--- config.mk ---
export PLATFORM = sky130hd
export DESIGN_NAME = wide_dec_fmt
export DESIGN_NICKNAME = d
export VERILOG_FILES = /design/src/rtl/wide_fmt_pkg.sv /design/src/rtl/wide_dec_dabble.sv /design/src/rtl/wide_dec_fmt.sv
export SDC_FILE = /design/constraint.sdc
export NUM_CORES = 1
export LEC_CHECK = 0
export ABC_AREA = 1
export ABC_CLOCK_PERIOD_IN_PS = 2500
export CAP_MARGIN = 20
export CORE_ASPECT_RATIO = 0.8
export CORE_UTILIZATION = 54
export DETAILED_ROUTE_END_ITERATION = 8
export GPL_TIMING_DRIVEN = 0
export PLACE_DENSITY = 0.7
export SLEW_MARGIN = 10
export SYNTH_ARGS = -nofsm -noshare
export SYNTH_HDL_FRONTEND = slang
export SYNTH_SLANG_ARGS = --single-unit
--- constraint.sdc ---
create_clock -name clk -period 2.5 [get_ports clk]
set_clock_uncertainty 0.15 [all_clocks]
set_input_delay 0.375 -clock clk [delete_from_list [all_inputs] [get_ports clk]]
set_output_delay 0.375 -clock clk [all_outputs]
set_load 0.02 [all_outputs]
--- src/rtl/wide_fmt_pkg.sv ---
// wide_fmt_pkg: shared types, ASCII constants and digit-count helper for the decimal formatter
package wide_fmt_pkg;

    typedef enum logic [1:0] {
        IDLE,
        CONV,
        EMIT
    } state_t;

    localparam logic [7:0] CH_0     = 8'h30;
    localparam logic [7:0] CH_SP    = 8'h20;
    localparam logic [7:0] CH_MINUS = 8'h2D;

    // Decimal digits needed for a width-bit unsigned value (log10(2) ~ 0.30103, rounded up)
    function automatic int ndig(input int width);
        return int'((longint'(width) * 64'sd30103 + 64'sd99999) / 64'sd100000);
    endfunction

endpackage

--- src/rtl/wide_dec_dabble.sv ---
// wide_dec_dabble: add-3 correction over every BCD digit ahead of a double-dabble shift
module wide_dec_dabble #(
    parameter int NDIG = 20
) (
    input  logic [4*NDIG-1:0] bcd_i,
    output logic [4*NDIG-1:0] bcd_o
);

    for (genvar d = 0; d < NDIG; d++) begin : g_dig
        assign bcd_o[4*d +: 4] = (bcd_i[4*d +: 4] >= 4'd5) ? bcd_i[4*d +: 4] + 4'd3 : bcd_i[4*d +: 4];
    end

endmodule

--- src/rtl/wide_dec_fmt.sv ---
// wide_dec_fmt: streams a WIDTH-bit value as decimal ASCII, one character per handshake
module wide_dec_fmt
    import wide_fmt_pkg::*;
#(
    parameter int WIDTH = 64
) (
    input  logic             clk,
    input  logic             reset_l,
    input  logic             in_valid,
    output logic             in_ready,
    input  logic [WIDTH-1:0] in_data,
    input  logic             in_pad,
    input  logic             in_signed,
    output logic             out_valid,
    input  logic             out_ready,
    output logic [7:0]       out_char,
    output logic             out_last,
    output logic             busy
);

    localparam int NDIG = ndig(WIDTH);
    localparam int BW   = 4 * NDIG;
    localparam int PW   = $clog2(NDIG + 1);
    localparam int CW   = $clog2(WIDTH + 1);
    localparam logic [PW-1:0] POS_SIGN = PW'(NDIG);
    localparam logic [PW-1:0] POS_MSD  = PW'(NDIG - 1);
    localparam logic [CW-1:0] CNT_FULL = CW'(WIDTH);

    state_t           state_q, state_d;
    logic [WIDTH-1:0] shreg_q, shreg_d;
    logic [BW-1:0]    bcd_q, bcd_d;
    logic [CW-1:0]    cnt_q, cnt_d;
    logic [PW-1:0]    pos_q, pos_d;
    logic             neg_q, neg_d;
    logic             pad_q, pad_d;
    logic             sgn_q, sgn_d;
    logic             seen_q, seen_d;
    logic             minus_q, minus_d;
    logic             out_valid_q, out_valid_d;
    logic [7:0]       out_char_q, out_char_d;
    logic             out_last_q, out_last_d;

    logic [BW-1:0] dab, bcd_c, src, src_sh;
    logic [3:0]    cur, nxt;
    logic          at_sign, lead, fin, step, hold_pos;

    wide_dec_dabble #(.NDIG(NDIG)) u_dabble (
        .bcd_i(bcd_q),
        .bcd_o(dab)
    );

    // The final CONV edge already emits the first character, so the emit view reads the freshly shifted BCD then.
    // The digit under the cursor is always the top nibble; the sign column sees a virtual zero.
    assign bcd_c    = (dab << 1) | BW'(shreg_q[WIDTH-1]);
    assign src      = (state_q == CONV) ? bcd_c : bcd_q;
    assign src_sh   = src << 4;
    assign at_sign  = pos_q == POS_SIGN;
    assign cur      = at_sign ? 4'h0 : src[BW-1 -: 4];
    assign nxt      = at_sign ? src[BW-1 -: 4] : src_sh[BW-1 -: 4];
    assign lead     = !seen_q && cur == 4'h0 && pos_q != '0;
    assign fin      = out_valid_q && out_ready && out_last_q;
    assign step     = (state_q == CONV && cnt_q == CW'(1)) || (state_q == EMIT && (!out_valid_q || out_ready) && !fin);
    assign hold_pos = !pad_q && !lead && neg_q && !minus_q;

    assign in_ready  = state_q == IDLE;
    assign busy      = state_q != IDLE;
    assign out_valid = out_valid_q;
    assign out_char  = out_char_q;
    assign out_last  = out_last_q;

    // Next-state: accept, one dabble shift per CONV cycle, one digit position per free EMIT slot
    always_comb begin
        state_d     = state_q;
        shreg_d     = shreg_q;
        bcd_d       = bcd_q;
        cnt_d       = cnt_q;
        pos_d       = pos_q;
        neg_d       = neg_q;
        pad_d       = pad_q;
        sgn_d       = sgn_q;
        seen_d      = seen_q;
        minus_d     = minus_q;
        out_valid_d = out_valid_q;
        out_char_d  = out_char_q;
        out_last_d  = out_last_q;
        case (state_q)
            IDLE: if (in_valid) begin
                neg_d   = in_signed && in_data[WIDTH-1];
                shreg_d = (in_signed && in_data[WIDTH-1]) ? -in_data : in_data;
                pad_d   = in_pad;
                sgn_d   = in_signed;
                bcd_d   = '0;
                cnt_d   = CNT_FULL;
                pos_d   = (in_pad && in_signed) ? POS_SIGN : POS_MSD;
                seen_d  = 1'b0;
                minus_d = 1'b0;
                state_d = CONV;
            end
            CONV: begin
                shreg_d = shreg_q << 1;
                bcd_d   = bcd_c;
                cnt_d   = cnt_q - CW'(1);
                state_d = (cnt_q == CW'(1)) ? EMIT : CONV;
            end
            EMIT: if (fin) begin
                state_d     = IDLE;
                out_valid_d = 1'b0;
                out_last_d  = 1'b0;
            end
            default: state_d = IDLE;
        endcase
        if (step) begin
            seen_d      = seen_q || !lead;
            minus_d     = minus_q || hold_pos;
            out_valid_d = pad_q || !lead;
            out_char_d  = hold_pos ? CH_MINUS :
                          !lead    ? (CH_0 | {4'h0, cur}) :
                          (neg_q && (nxt != 4'h0 || pos_q == PW'(1))) ? CH_MINUS : CH_SP;
            out_last_d  = !hold_pos && pos_q == '0;
            if (!hold_pos) begin
                pos_d = pos_q - PW'(1);
                bcd_d = at_sign ? src : src_sh;
            end
        end
    end

    // State and output registers, cleared asynchronously
    always_ff @(posedge clk or negedge reset_l) begin
        if (!reset_l) begin
            state_q     <= IDLE;
            shreg_q     <= '0;
            bcd_q       <= '0;
            cnt_q       <= '0;
            pos_q       <= '0;
            neg_q       <= 1'b0;
            pad_q       <= 1'b0;
            sgn_q       <= 1'b0;
            seen_q      <= 1'b0;
            minus_q     <= 1'b0;
            out_valid_q <= 1'b0;
            out_char_q  <= 8'h00;
            out_last_q  <= 1'b0;
        end else begin
            state_q     <= state_d;
            shreg_q     <= shreg_d;
            bcd_q       <= bcd_d;
            cnt_q       <= cnt_d;
            pos_q       <= pos_d;
            neg_q       <= neg_d;
            pad_q       <= pad_d;
            sgn_q       <= sgn_d;
            seen_q      <= seen_d;
            minus_q     <= minus_d;
            out_valid_q <= out_valid_d;
            out_char_q  <= out_char_d;
            out_last_q  <= out_last_d;
        end
    end

endmodule

==> out/qor.yml <==
finish:
  num-nets-final: 2520
  drive_gt1_share_pct: 7.37
  fin_util_pct: 64.6
  stdcell_count: 2767
  layout.filler_cells: 2387
  num_antenna_cells: 0
  area_growth_pct: 16.3
timing:
  maxSlewViolCount: 0
  fin_crit_sh_pct: 99.2
  min_period_ns: 2.48
  setup_viol: 0
  tightest_slew_ns: 0.763
  hold_viol: 0
  fmax_mhz: 403
  relSlewSlack_pct: 49.2
  holdWs_ns: 0.317
  rsz0062_at_grt: "true"
pwr:
  peakVddDrop_v: 0.000843
  p_total_w: 0.0245
  pwr_density_cell_nw_per_um2: 1490
  power_leakage_nw: 8.32
synth:
  ys_ff_latch: 170
  synth_ff_type: "dfrtp_1"
  async_flop_share_pct: 100
  netlist_area_sq_um: 14200
  syn_inst: 2290
  avgSynthCellArea_sq_um: 6.20
  synth-edff-count: 0
  yosysSeqAreaShare_pct: 30.0
  ys_warn_count: 0
  ys_types: 43
place:
  dpl.hpwl_um: 36800
  placed_cells: 2723
  gp_congestion: 0.978
  io_buffer_count: 79
worst_setup_path:
  cp_top_family: "buffers and inverters"
  crit_top_cell: "nand2_1"
  slowest_delay_ns: 0.60
  cp.required_ns: 2.67
  worstSetupEndpoint: "shreg_q[40]"
  cp-end-kind: "register"
  rrSetupSlack_ns: 0.05
  reg2reg_depth: 8
  startpoint: "in_signed"
  crit_fanout: 10
  cp-start-kind: "input pin"
  path_buf_inv: 4
  path_cells: "clkdlybuf4s50_1 -> nand2_1 -> inv_1 -> clkbuf_4 -> clkbuf_4 -> nand2_1 -> a21oi_1 -> o21ai_0 -> nand2_1 -> o21ai_0"
  crit_slowest_cell: "clkdlybuf4s50_1"
  r2r-end: "shreg_q[16]"
  path_class: "in -> reg"
  rr_startpoint: "state_q[1]"
  critPathArrivalTime_ns: 2.65
  worst-path-stages: 10
cts:
  insertion_delay_ns: 0.45
  cts_tree: "built"
  cts_made_buffers: 17
  cts_max_path_buffers: 2
  h-tree-depth: 4
  cts-root-buf: "clkbuf_16"
  cts_sinks: 170
  clk_pin_slew_worst_paths_ns: 0.06
drt:
  final_antenna_net_count: 0
  firstDrtPassIters: 6
  route.detailed.drc: 0
  wirelength_um: 49700
  wire_per_inst_um: 18.0
  drtIter0Drc: 1888
  vias: 16000
  routed_via_density: 5.78
die:
  start_util_pct: 55.5
  dieArea_sq_um: 27000
  io_pins: 82
  rows: 52
  die_w_um: 183
  coreArea_sq_um: 25600
  die_h_um: 147
global_route:
  grt_max_degree: 61
  grt_first_pass_wirelength_um: 76800
  overflow: 0
  antenna_found_initial: 0
  grt_pass1_vias: 14400
  grt_util_all_layers_pct: 36.7
run:
  drv_cap: 0
worst_hold_path:
  hold_class: "in -> async"
outcome:
  status: "completed"
synthesized netlist by cell type, types with 7 or more instances:
cell type | number | area share (%)
nand3b_1 | 19 | 1.0
buf_6 | 9 | 0.71
dfrtp_1 | 170 | 30
a211oi_1 | 14 | 0.74
or2_2 | 12 | 0.53
o311ai_0 | 7 | 0.43
o21a_1 | 10 | 0.53
nand4_1 | 84 | 3.7
mux2i_1 | 9 | 0.63
nand2_1 | 675 | 18
o211ai_1 | 9 | 0.48
nand3_1 | 101 | 3.6
a21oi_1 | 129 | 4.5
buf_1 | 14 | 0.37
nor2_1 | 216 | 5.7
nor3_1 | 20 | 0.70
ha_1 | 46 | 4.1
o22ai_1 | 8 | 0.35
o221ai_1 | 13 | 0.80
inv_1 | 330 | 8.7
buf_2 | 21 | 0.74
clkbuf_1 | 59 | 1.6
o21ai_1 | 10 | 0.35
xor2_1 | 20 | 1.2
o21ai_0 | 249 | 8.8
how the worst min path moves through the flow:
stage                        endpoint  slack (ns)  cells past startpoint
after floorplan              bcd_q[0]       -0.07                      0
after global placement    out_char[5]        0.30                      1
after detailed placement    bcd_q[14]        0.19                      1
after CTS                   bcd_q[14]        0.32                      2
after global routing      out_char[5]        0.34                      1
final                       bcd_q[14]        0.32                      2
placed cells by master (no fill, tap or decap), types with 18 or more instances in the layout:
cell type	synthesis	routed
ha_1	46	44
clkbuf_2	0	27
inv_1	330	325
nand2_1	675	668
nand3_1	101	95
nand3b_1	19	19
clkbuf_16	0	18
clkbuf_1	59	34
xor2_1	20	20
nand4_1	84	84
dfrtp_1	170	170
clkdlybuf4s50_1	0	77
nor2_1	216	207
a21oi_1	129	128
nor3_1	20	18
o21ai_0	249	246
worst reg2reg max path, stage by stage, from the launching register on:
cell      delay (ns)
dfrtp_1         0.40
inv_2           0.10
nand2_2         0.13
inv_2           0.10
buf_6           0.16
buf_2           0.32
clkbuf_1        0.53
o21ai_0         0.35
nand2_1         0.14
logic make-up (layout without fill, tap and decap cells):
group,count (synthesis),after routing,synth area share (%)
buf+inv,443,568,12.5
other cells,1,2,0.0264
simple gates,1133,1133,33.5
fa+ha+maj,46,46,4.05
mux,9,9,0.634
compound gates,463,463,17.8
flops,170,170,30.0
xor+xnor,25,25,1.54
what timing repair did:
action | CTS | global route
endpoints found under the setup margin | 134 | 138
endpoints found under the hold margin | 59 | 0
gates cloned | 0 | 1
hold buffers | 1 | 0
pin swaps | 1 | 6
buffers inserted | 2 | 9
resized for setup | 45 | 99
area by class of cell:
class                   instances  area [sq um]  share of cell area [%]
repair buffers                 94           980                    5.93
plain buffers                 108           673                    4.07
flip-flops and latches        170          4250                    25.7
clock buffers                  20           447                    2.70
clock inverters                11           124                   0.750
inverters                     335          1260                    7.65
multi-input cells            1678          8340                    50.5
well taps                     351           439                    2.66
metrics by stage:
| step | setup WS [ns] | cell area [sq um] | TNS (ns) |
|---|---|---|---|
| after global placement | -6.52 | 15400 | -1149.01 |
| final | 0.0210 | 16500 | 0 |
| after detailed placement | -0.792 | 15500 | -47.27 |
| after global routing | -0.0316 | 16500 | -0.0794 |
| after CTS | 0.00397 | 16200 | 0 |
| after floorplan | 0.375 | 14200 | 0 |
routing by layer:
layer / track usage, % / wire [um] / vias up
met3: 9.35 / 6140 / 83
met5: 0 / 0 / -
met1: 56.7 / 22800 / 7406
met2: 50.8 / 19800 / 878
li1: - / - / 7640
met4: 7.88 / 895 / 0
state kept, by name, summed over array words and instances (netlist names):
signal     count
bcd_q         80
cnt_q          7
minus_q        1
neg_q          1
out_char       6
out_last       1
out_valid      1
pad_q          1
pos_q          5
seen_q         1
shreg_q       64
state_q        2
where the power goes:
part	internal [W]	total, W	switching [W]
logic	0.00579	0.0166	0.0108
registers	0.00429	0.00529	0.00100
clock network	0.00149	0.00268	0.00119
total	0.0116	0.0245	0.0130
No activity file was read; power rests on OpenSTA's default activity.
